$ cat src/rtl/dsopenhpsdr1_pkg.sv
// Shared OpenHPSDR protocol-1 framing constants, parser states and the C&C
// word decoder, used by the downstream parser and the upstream packer alike.
package dsopenhpsdr1_pkg;

  localparam logic [7:0] MET_PRE0       = 8'hEF;
  localparam logic [7:0] MET_PRE1       = 8'hFE;
  localparam logic [7:0] MET_TYPE_DATA  = 8'h01;
  localparam logic [7:0] MET_TYPE_DISC  = 8'h02;
  localparam logic [7:0] MET_TYPE_START = 8'h04;
  localparam logic [7:0] MET_EP2        = 8'h02;
  localparam logic [7:0] MET_SYNC       = 8'h7F;

  localparam int HDR_BYTES   = 8;
  localparam int FRAME_BYTES = 512;
  localparam int SYNC_BYTES  = 3;
  localparam int CC_BYTES    = 5;
  localparam int GROUP_BYTES = 8;

  typedef logic [3:0] state_t;
  localparam state_t ST_IDLE = 4'd0;
  localparam state_t ST_PRE  = 4'd1;
  localparam state_t ST_TYPE = 4'd2;
  localparam state_t ST_SEQ  = 4'd3;
  localparam state_t ST_SYNC = 4'd4;
  localparam state_t ST_CC   = 4'd5;
  localparam state_t ST_SAMP = 4'd6;
  localparam state_t ST_CMD  = 4'd7;
  localparam state_t ST_DROP = 4'd8;

  typedef struct packed {
    logic [5:0]  addr;
    logic        ptt;
    logic [31:0] data;
  } cc_word_t;

  // C0 bit 7 carries no meaning on the downstream side.
  function automatic cc_word_t cc_decode(input logic [6:0] c0, input logic [23:0] c1_c3,
                                         input logic [7:0] c4);
    cc_word_t w;
    w.addr = c0[6:1];
    w.ptt  = c0[0];
    w.data = {c1_c3, c4};
    return w;
  endfunction

endpackage

$ cat src/rtl/dsopenhpsdr1.sv
// Downstream OpenHPSDR protocol-1 parser: classifies UDP payloads, drives the
// shared C&C command bus and emits TX I/Q and L/R audio sample words.
module dsopenhpsdr1
  import dsopenhpsdr1_pkg::*;
#(
  parameter int SEQ_CHECK         = 1,
  parameter int SAMPLES_PER_FRAME = 63
) (
  input  logic        clk,
  input  logic        rstn,
  input  logic        udp_rx_active,
  input  logic [7:0]  udp_rx_data,
  output logic        run,
  output logic        wide_spectrum,
  output logic        discovery,
  output logic [5:0]  cmd_addr,
  output logic [31:0] cmd_data,
  output logic        cmd_rqst,
  output logic        cmd_ptt,
  output logic [31:0] ds_iq,
  output logic [31:0] ds_audio,
  output logic        ds_tvalid,
  output logic        seq_err,
  output logic        sync_err
);

  localparam int GW = (SAMPLES_PER_FRAME > 1) ? $clog2(SAMPLES_PER_FRAME) : 1;
  localparam logic [GW-1:0] GRP_LAST = GW'(SAMPLES_PER_FRAME - 1);

  state_t        state_q, state_d;
  logic [10:0]   byte_cnt_q, byte_cnt_d;
  logic [2:0]    fld_q, fld_d;
  logic [GW-1:0] grp_q, grp_d;
  logic          frm_q, frm_d;
  logic [55:0]   sr_q, sr_d;
  logic [31:0]   exp_q, exp_d;
  logic          first_q, first_d;
  logic          run_q, run_d, wide_q, wide_d, disc_q, disc_d;
  logic [5:0]    cmd_addr_q, cmd_addr_d;
  logic [31:0]   cmd_data_q, cmd_data_d;
  logic          cmd_rqst_q, cmd_rqst_d, cmd_ptt_q, cmd_ptt_d;
  logic [31:0]   iq_q, iq_d, audio_q, audio_d;
  logic          tvalid_q, tvalid_d, seq_err_q, seq_err_d, sync_err_q, sync_err_d;

  cc_word_t    cc_w;
  logic [31:0] seq_val;

  // The one shift register holds the sequence number, C0..C3 and sample bytes.
  assign cc_w    = cc_decode(sr_q[30:24], sr_q[23:0], udp_rx_data);
  assign seq_val = {sr_q[23:0], udp_rx_data};

  always_comb begin
    state_d    = state_q;
    byte_cnt_d = byte_cnt_q;
    fld_d      = fld_q;
    grp_d      = grp_q;
    frm_d      = frm_q;
    sr_d       = sr_q;
    exp_d      = exp_q;
    first_d    = first_q;
    run_d      = run_q;
    wide_d     = wide_q;
    cmd_addr_d = cmd_addr_q;
    cmd_data_d = cmd_data_q;
    cmd_ptt_d  = cmd_ptt_q;
    iq_d       = iq_q;
    audio_d    = audio_q;
    disc_d     = 1'b0;
    cmd_rqst_d = 1'b0;
    tvalid_d   = 1'b0;
    seq_err_d  = 1'b0;
    sync_err_d = 1'b0;
    if (!udp_rx_active) begin
      state_d    = ST_IDLE;
      byte_cnt_d = '0;
      fld_d      = '0;
    end else begin
      if (byte_cnt_q != '1) byte_cnt_d = byte_cnt_q + 11'd1;
      sr_d = {sr_q[47:0], udp_rx_data};
      case (state_q)
        ST_IDLE: state_d = (udp_rx_data == MET_PRE0) ? ST_PRE : ST_DROP;
        ST_PRE:  state_d = (udp_rx_data == MET_PRE1) ? ST_TYPE : ST_DROP;
        ST_TYPE: begin
          if (byte_cnt_q == 11'd2) begin
            case (udp_rx_data)
              MET_TYPE_DATA:  state_d = ST_TYPE;
              MET_TYPE_START: state_d = ST_CMD;
              MET_TYPE_DISC: begin
                disc_d  = 1'b1;
                state_d = ST_DROP;
              end
              default:        state_d = ST_DROP;
            endcase
          end else begin
            state_d = (udp_rx_data == MET_EP2) ? ST_SEQ : ST_DROP;
          end
        end
        ST_CMD: begin
          run_d   = udp_rx_data[0];
          wide_d  = udp_rx_data[1];
          if (run_q && !udp_rx_data[0]) exp_d = '0;
          if (!run_q && udp_rx_data[0]) first_d = 1'b1;
          state_d = ST_DROP;
        end
        ST_SEQ: begin
          if (byte_cnt_q == 11'(HDR_BYTES - 1)) begin
            if (SEQ_CHECK != 0 && run_q && !first_q && seq_val != exp_q) seq_err_d = 1'b1;
            if (run_q) first_d = 1'b0;
            exp_d   = seq_val + 32'd1;
            frm_d   = 1'b0;
            grp_d   = '0;
            fld_d   = '0;
            state_d = ST_SYNC;
          end
        end
        ST_SYNC: begin
          if (udp_rx_data != MET_SYNC) begin
            sync_err_d = 1'b1;
            state_d    = ST_DROP;
          end else if (fld_q == 3'(SYNC_BYTES - 1)) begin
            fld_d   = '0;
            state_d = ST_CC;
          end else begin
            fld_d = fld_q + 3'd1;
          end
        end
        ST_CC: begin
          if (fld_q == 3'(CC_BYTES - 1)) begin
            cmd_addr_d = cc_w.addr;
            cmd_ptt_d  = cc_w.ptt;
            cmd_data_d = cc_w.data;
            cmd_rqst_d = 1'b1;
            fld_d      = '0;
            grp_d      = '0;
            state_d    = ST_SAMP;
          end else begin
            fld_d = fld_q + 3'd1;
          end
        end
        ST_SAMP: begin
          if (fld_q == 3'(GROUP_BYTES - 1)) begin
            audio_d  = sr_q[55:24];
            iq_d     = {sr_q[23:0], udp_rx_data};
            tvalid_d = 1'b1;
            fld_d    = '0;
            if (grp_q == GRP_LAST) begin
              grp_d   = '0;
              frm_d   = 1'b1;
              state_d = frm_q ? ST_DROP : ST_SYNC;
            end else begin
              grp_d = grp_q + 1'b1;
            end
          end else begin
            fld_d = fld_q + 3'd1;
          end
        end
        default: state_d = ST_DROP;
      endcase
    end
  end

  always_ff @(posedge clk or negedge rstn) begin
    if (!rstn) begin
      state_q    <= ST_IDLE;
      byte_cnt_q <= '0;
      fld_q      <= '0;
      grp_q      <= '0;
      frm_q      <= 1'b0;
      sr_q       <= '0;
      exp_q      <= '0;
      first_q    <= 1'b0;
      run_q      <= 1'b0;
      wide_q     <= 1'b0;
      disc_q     <= 1'b0;
      cmd_addr_q <= '0;
      cmd_data_q <= '0;
      cmd_rqst_q <= 1'b0;
      cmd_ptt_q  <= 1'b0;
      iq_q       <= '0;
      audio_q    <= '0;
      tvalid_q   <= 1'b0;
      seq_err_q  <= 1'b0;
      sync_err_q <= 1'b0;
    end else begin
      state_q    <= state_d;
      byte_cnt_q <= byte_cnt_d;
      fld_q      <= fld_d;
      grp_q      <= grp_d;
      frm_q      <= frm_d;
      sr_q       <= sr_d;
      exp_q      <= exp_d;
      first_q    <= first_d;
      run_q      <= run_d;
      wide_q     <= wide_d;
      disc_q     <= disc_d;
      cmd_addr_q <= cmd_addr_d;
      cmd_data_q <= cmd_data_d;
      cmd_rqst_q <= cmd_rqst_d;
      cmd_ptt_q  <= cmd_ptt_d;
      iq_q       <= iq_d;
      audio_q    <= audio_d;
      tvalid_q   <= tvalid_d;
      seq_err_q  <= seq_err_d;
      sync_err_q <= sync_err_d;
    end
  end

  assign run           = run_q;
  assign wide_spectrum = wide_q;
  assign discovery     = disc_q;
  assign cmd_addr      = cmd_addr_q;
  assign cmd_data      = cmd_data_q;
  assign cmd_rqst      = cmd_rqst_q;
  assign cmd_ptt       = cmd_ptt_q;
  assign ds_iq         = iq_q;
  assign ds_audio      = audio_q;
  assign ds_tvalid     = tvalid_q;
  assign seq_err       = seq_err_q;
  assign sync_err      = sync_err_q;

endmodule

$ cat config.mk
export PLATFORM = sky130hd
export DESIGN_NAME = dsopenhpsdr1
export DESIGN_NICKNAME = d
export VERILOG_FILES = /design/src/rtl/dsopenhpsdr1_pkg.sv /design/src/rtl/dsopenhpsdr1.sv
export SDC_FILE = /design/constraint.sdc
export NUM_CORES = 1
export LEC_CHECK = 0
export ABC_AREA = 1
export CORE_UTILIZATION = 25
export DETAILED_ROUTE_END_ITERATION = 8
export MAX_ROUTING_LAYER = met4
export PLACE_DENSITY = 0.42
export RECOVER_POWER = 50
export SLEW_MARGIN = 20
export SYNTH_ARGS = -nofsm -noshare
export SYNTH_HDL_FRONTEND = slang
export SYNTH_SLANG_ARGS = --single-unit
$ cat constraint.sdc
create_clock -name clk -period 2.2 [get_ports clk]
set_input_delay 0.44 -clock clk [delete_from_list [all_inputs] [get_ports clk]]
set_output_delay 0.44 -clock clk [all_outputs]
set_load 0.03 [all_outputs]
==> results by group, run 1 <==
Synth
  – Post-synthesis register bit count: 224
  – Netlist Area Pre-Place: ~11000 um2
  – Seq/Total Area, Yosys: 0.531
  – Syn. warnings: 0
  – EDFF count, synth: 0
  – Syn_nets: roughly 1300
  – Distinct cell type count after synthesis: 35
  – Dominant synthesized flop cell: dfrtp_1
  – Mean Syn Cell Area: 8.33 um2
  – Cells after synthesis: approximately 1300
  – Ys async rst share: 1.00

Power and ir drop
  – VDD IR max: between 0.0005 and 0.0006 V
  – Reg power frac: 0.442
  – Int Pwr: around 7.5 mW
  – PD cells: ~740 nW/um2
  – Logic pwr share: 0.092
  – Net Switching: around 2.6 mW
  – Clock network fraction of total power: 0.465
  – Switching Share: 0.259
  – Power, Total: about 10 mW
  – Leak: 6.17 nW

Worst setup path
  – CP arrival: roughly 1.7 ns
  – Max incr delay on CP: approximately 0.70 ns
  – Critical Path Fanout Max: 6
  – Crit. Startpoint: run
  – Worst Setup End Kind: output port
  – Slowest cell on crit path: clkdlybuf4s50_1
  – Startpoint type of the worst setup path: register
  – RR Startpoint: byte_cnt_q[0]
  – Worst EP required: roughly 1.8 ns
  – Setup Crit Path Kind: register to output port
  – Buf/Inv on CP: 1
  – CP delay by family, top: buffers and inverters
  – CP cell instances: clkdlybuf4s50_1

Global route
  – Gr busiest metal: met2
  – Met2 Use GR: 0.243
  – Total GRT Usage: 0.161
  – Met3 usage: 0.0209
  – Grt met1 use: 0.227
  – First-pass GRT wire length: 52800 um
  – Vias in the first global route: a little under 9000
  – Antenna violations before repair: 0
  – Largest net degree at the start of global routing: 71
  – Remaining global-route overflow: 0

Floorplan
  – I/O Pins: approximately 120
  – Core area: 41200 um2
  – Rows: 74
  – Chip Height: between 200 and 250 um
  – Die area: 43000 um2
  – Die width: a little over 200 um
  – Starting Density: 0.256

Clocking
  – Clock sink total: 224
  – CTS Buffer Depth: 3
  – TritonCTS clock tree: done
  – Clock-pin transition on the worst setup and hold timing paths: about 0.060 ns
  – CTS root buffer: clkbuf_16
  – CTS Buf Count: 27
  – Clock latency at the later pin of the worst-skew pair: between 0.5 and 0.6 ns
  – H-tree depth: 1

Cells and area
  – Nets: 1463
  – P&R area growth vs syn: 30.0%
  – Commonest non-fill, non-tap cell in the layout: nand2_1
  – N_diodes: 0
  – Layout Cells excl Fill: between 1500 and 2000
  – Fraction of layout cells with a size suffix above 1: 0.109
  – Most frequent cells in the layout: nand2_1 (372), dfrtp_1 (224), clkdlybuf4s50_1 (118)
  – Core Util, Final: 0.333

Timing
  – Crit share post-route: 0.956
  – RSZ-0062 raised after global routing: no
  – Setup violations, final: 0
  – Min cycle time layout: ~2.1 ns
  – Rel. slew slack: -0.0411
  – Clk_skew: 0.0101 ns
  – Hold WS: about 0.23 ns
  – Pins Over Slew Limit: 56
  – Fmax: between 400 and 500 MHz
  – Final Hold Vio Count: 0
  – Worst-Margin Slew: roughly 1.6 ns

Routing
  – Routed length per instance: 16.6 um
  – Vias per cell: between 4 and 5
  – Total vias in the final route: roughly 9000
  – Drt total wl: between 30000 and 40000 um
  – DRC viols: 0
  – Final ANT Viol Nets: 0
  – Starting DRT DRC Count: 610
  – DRT Pass-1 Iters: 5

Status
  – Status: complete, but fails checks
  – Failing checks: capacitance limit, slew limit

Place
  – Dpl cells: 1942
  – Routability Congestion: 0.880
  – I/O Buffers: 120
  – Detailed Place HPWL: about 24000 um

Job
  – Number of max-cap violations: 1

Hold path
  – Hold_sp: udp_rx_active
  – Hold Path Class: input port to register
## sequential cells by signal, indices dropped and copies added, names as in the netlist, 3 cells and up
register    cells
fld_q           3
cmd_addr        6
ds_iq          32
byte_cnt_q     11
exp_q          32
grp_q           6
cmd_data       32
ds_audio       32
sr_q           56
state_q         4
## power by group through the flow
stage	clock (mW)	sequential, mW	combinational, mW
after global routing	5.03	4.51	1.06
after detailed placement	0	4.56	0.963
after floorplan	0	4.56	0.426
after global placement	0	4.56	0.959
after CTS	4.86	4.49	0.969
final	4.72	4.48	0.936
## metrics by stage
| stage | cell area (um2) | worst slack [ns] | setup TNS (ns) |
|---|---|---|---|
| finish | 13700 | 0.0979 | 0 |
| global placement | 12800 | -0.222 | -0.578 |
| global route | 13700 | 0.00820 | 0 |
| floorplan | 10600 | 0.633 | 0 |
| CTS | 13800 | 0.0696 | 0 |
| detailed placement | 12800 | -0.204 | -0.562 |
## cells in the mapped netlist (14+ instances only)
cell	number	area, um2
xnor2_1	24	210
dfrtp_1	224	5610
nor3_1	20	100
nand3_1	72	360
buf_2	23	115
inv_1	112	420
o21ai_0	104	521
nand4_1	14	87.6
nand2_1	373	1400
clkbuf_1	16	60.1
o21ai_1	96	480
nor2_1	81	304
## final timing paths
path / end / slack [ns] / depth (start not counted)
setup / recovery: run / 0.1 / 1
hold / removal: state_q[2] / 0.23 / 3
setup reg to reg: exp_q[11] / 0.19 / 9
hold reg to reg: sr_q[49] / 0.48 / 2
max in group asynchronous: sr_q[16] / 0.32 / 3
min in group asynchronous: ds_audio[30] / 0.85 / 2
## repair_timing
item	CTS	global route
hold buffers	1	0
endpoints found under the setup margin	0	6
endpoints found under the hold margin	49	0
gates resized for setup	0	1
buffers inserted	0	0
## layer usage
metal / routed length [um] / vias up
met5: 0 / -
met4: 566 / 0
met3: 1320 / 31
met2: 14700 / 182
met1: 16500 / 4177
li1: - / 4434
## layout make-up
class / count / area [um2]
fillers: 4390 / 27500
inverters: 120 / 454
clock inverters: 10 / 158
well taps: 532 / 666
flip-flops and latches: 224 / 5610
clock buffers: 39 / 771
repair buffers: 196 / 1880
multi-input cells: 871 / 4190
## logic make-up after synthesis
group,synth area share
compound gates,0.111
xor+xnor,0.0307
fa+ha+maj,0.0142
buf+inv,0.0722
flops,0.531
simple gates,0.241
Note: power is estimated with default switching activity, not from simulation.
==> inputs of run 2 (changes only) <==
--- a/config.mk
+++ b/config.mk
@@ -8,10 +8,12 @@
 export ABC_AREA = 1
 export CORE_UTILIZATION = 25
 export DETAILED_ROUTE_END_ITERATION = 8
+export HOLD_SLACK_MARGIN = 0.12
 export MAX_ROUTING_LAYER = met4
 export PLACE_DENSITY = 0.42
 export RECOVER_POWER = 50
-export SLEW_MARGIN = 20
+export SLEW_MARGIN = 5
 export SYNTH_ARGS = -nofsm -noshare
 export SYNTH_HDL_FRONTEND = slang
 export SYNTH_SLANG_ARGS = --single-unit
+export TNS_END_PERCENT = 1
==> results of run 2 <==
No change in the layout: final DEF, timing and power equal those of run 1.
==> inputs of run 3 (changes only) <==
--- a/config.mk
+++ b/config.mk
@@ -11,8 +11,7 @@
 export HOLD_SLACK_MARGIN = 0.12
 export MAX_ROUTING_LAYER = met4
 export PLACE_DENSITY = 0.42
-export RECOVER_POWER = 50
-export SLEW_MARGIN = 5
+export SLEW_MARGIN = 25
 export SYNTH_ARGS = -nofsm -noshare
 export SYNTH_HDL_FRONTEND = slang
 export SYNTH_SLANG_ARGS = --single-unit
==> run 3 against run 2 <==
  * Flip-flop and latch count unchanged
  * Fmax about the same
  * Critical path depth unchanged
  * Combinational power increased by 1%
  * Hold slack improved by 0.0018 ns
  * Register-to-register slack about the same
  * The run now ends clean
==> results by group, run 3 (synthesis results as in run 1) <==
Status
  – Status: complete, no violations

Floorplan
  – Starting Density: 0.256 (unchanged)
  – Rows: 74 (unchanged)
  – Core area: 41200 um2 (unchanged)
  – Chip Height: 207 um (unchanged)
  – Die area: 43000 um2 (unchanged)
  – Die width: 207 um (unchanged)
  – I/O Pins: 121 (unchanged)

Hold path
  – Hold_sp: udp_rx_active
  – Hold Path Class: input port to register
  – Hold worst-path end: state_q[2]
  – Hold depth: 3 (unchanged)

Routing
  – Drt total wl: 33100 um (+0.18%)
  – Final ANT Viol Nets: 0 (unchanged)
  – Routed length per instance: 16.6 um (+0.18%)
  – Total vias in the final route: 8808 (-0.18%)
  – Vias per cell: 4.42 (-0.18%)
  – DRT Pass-1 Iters: 5 (unchanged)
  – Starting DRT DRC Count: 596 (-2.3%)
  – DRC viols: 0 (unchanged)

Worst setup path
  – Critical R2R Capture: exp_q[11]
  – Worst Setup End Kind: output port
  – Startpoint type of the worst setup path: register
  – Critical Path Fanout Max: 6 (unchanged)
  – Worst Reg-to-Reg Cells: 9 (unchanged)
  – Slowest cell on crit path: clkdlybuf4s50_1
  – CP arrival: 1.66 ns (about the same)
  – Worst reg-to-reg setup slack: 0.19 ns (about the same)
  – Worst EP required: 1.76 ns (about the same)
  – RR Startpoint: byte_cnt_q[0]
  – CP delay by family, top: buffers and inverters
  – Setup Crit Path Kind: register to output port
  – Max incr delay on CP: 0.70 ns (about the same)
  – Buf/Inv on CP: 1 (unchanged)
  – CP cell instances: clkdlybuf4s50_1

Power and ir drop
  – PD cells: 737 nW/um2 (-0.30%)
  – Leak: 6.19 nW (+0.33%)
  – Net Switching: 2.62 mW (about the same)
  – Logic pwr share: 0.093 (about the same)
  – VDD IR max: 0.000586 V (+0.15%)
  – Int Pwr: 7.52 mW (+0.11%)
  – Reg power frac: 0.442 (about the same)
  – Clock network fraction of total power: 0.465 (about the same)
  – Switching Share: 0.259 (-0.000276)

Cells and area
  – P&R area growth vs syn: 30.5%
  – Commonest non-fill, non-tap cell in the layout: nand2_1
  – Max reg flops: 56 (unchanged)
  – Nets: 1463 (unchanged)
  – N_diodes: 0 (unchanged)
  – Top reg by flops: sr_q
  – Core Util, Final: 0.334 (+0.00124)
  – Fraction of layout cells with a size suffix above 1: 0.110 (+0.000685)
  – Most frequent cells in the layout: nand2_1 (372), dfrtp_1 (224), clkdlybuf4s50_1 (118)
  – Final instance area: 13800 um2 (+0.37%)

Clocking
  – Clock-pin transition on the worst setup and hold timing paths: 0.06 ns (about the same)
  – TritonCTS clock tree: done
  – CTS root buffer: clkbuf_16
  – Clock latency at the later pin of the worst-skew pair: 0.55 ns (about the same)
  – CTS Buf Count: 27 (unchanged)
  – CTS Buffer Depth: 3 (unchanged)
  – Clock sink total: 224 (unchanged)
  – H-tree depth: 1 (unchanged)
  – Post-CTS Setup Inserts: 0 (unchanged)

Timing
  – Crit share post-route: 0.955 (about the same)
  – Setup_tns: 0 ns (unchanged)
  – Rel. slew slack: 0.627 (+0.668)
  – Worst-Margin Slew: 0.559 ns (-1.00 ns)
  – Pins Over Slew Limit: 0 (-100%)
  – Clk_skew: 0.00854 ns (-0.00161 ns)
  – Hold WS: 0.232 ns (+0.00178 ns)
  – Fmax: 476 MHz (about the same)
  – Setup violations, final: 0 (unchanged)
  – RSZ-0062 raised after global routing: no
  – Final Hold Vio Count: 0 (unchanged)
  – Min cycle time layout: 2.10 ns (-0.000419 ns)

Global route
  – Vias in the first global route: 8819 (unchanged)
  – Largest net degree at the start of global routing: 71 (unchanged)
  – First-pass GRT wire length: 52800 um (unchanged)
  – Antenna violations before repair: 0 (unchanged)
  – Remaining global-route overflow: 0 (unchanged)
  – Total GRT Usage: 0.161 (unchanged)

Place
  – Post-placement cell area: 12800 um2 (unchanged)
  – Routability Congestion: 0.880 (unchanged)
  – Detailed Place HPWL: 24400 um (unchanged)
  – I/O Buffers: 120 (unchanged)

Job
  – Number of max-cap violations: 0 (-1)
run 3: changes by cell type in the layout (fill, tap and decap cells not counted), moves of 2 or more:
cell / change
buf_4: +3
clkbuf_2: -3
buf_12: +3
buf_6: -2
run 3: power by group through the flow:
| stage | Combinational [mW] | Clock, mW | Sequential (mW) |
|---|---|---|---|
| finish | 0.946 | 4.72 | 4.48 |
| global route | 1.07 | 5.03 | 4.51 |
| CTS | 0.969 | 4.86 | 4.49 |
| detailed placement | 0.963 | 0 | 4.56 |
| global placement | 0.959 | 0 | 4.56 |
| floorplan | 0.426 | 0 | 4.56 |
run 3: final cells by class:
type	count	area, um2
fill	4384	27400
sequential	224	5610
multi-input combinational	871	4190
timing repair buffer	196	1930
clock buffer	39	771
tap	532	666
inverter	120	454
clock inverter	10	158
run 3: repair_timing:
action	in CTS	in global routing
endpoints found under the setup margin	0	6
hold buffers	1	0
resized for setup	0	1
hold endpoints to repair	49	0
run 3: layer usage:
metal,up-vias,share of wire,GRT usage
met1,4162,0.50,0.227
met3,35,0.039,0.0209
met5,-,0,-
met4,0,0.018,0.0389
li1,4437,-,-
met2,174,0.44,0.243
run 3: worst max-delay path by stage:
stage / startpoint / to / slack, ns / depth (start not counted)
2_1_floorplan: byte_cnt_q[1] / exp_q[11] / 0.63 / 9
3_3_place_gp: udp_rx_data[4] / discovery / -0.22 / 8
3_5_place_dp: udp_rx_data[4] / discovery / -0.20 / 8
4_1_cts: run / run / 0.07 / 1
5_1_grt: byte_cnt_q[0] / exp_q[17] / 0.008 / 9
6_report: run / run / 0.1 / 1
run 3: per-stage QoR:
stage	power [mW]	std cells	setup WS, ns
2_1_floorplan	4.99	1267	0.633
3_3_place_gp	5.52	1942	-0.222
3_5_place_dp	5.52	1942	-0.204
4_1_cts	10.3	1992	0.0696
5_1_grt	10.6	1992	0.00820
6_report	10.1	1992	0.0983
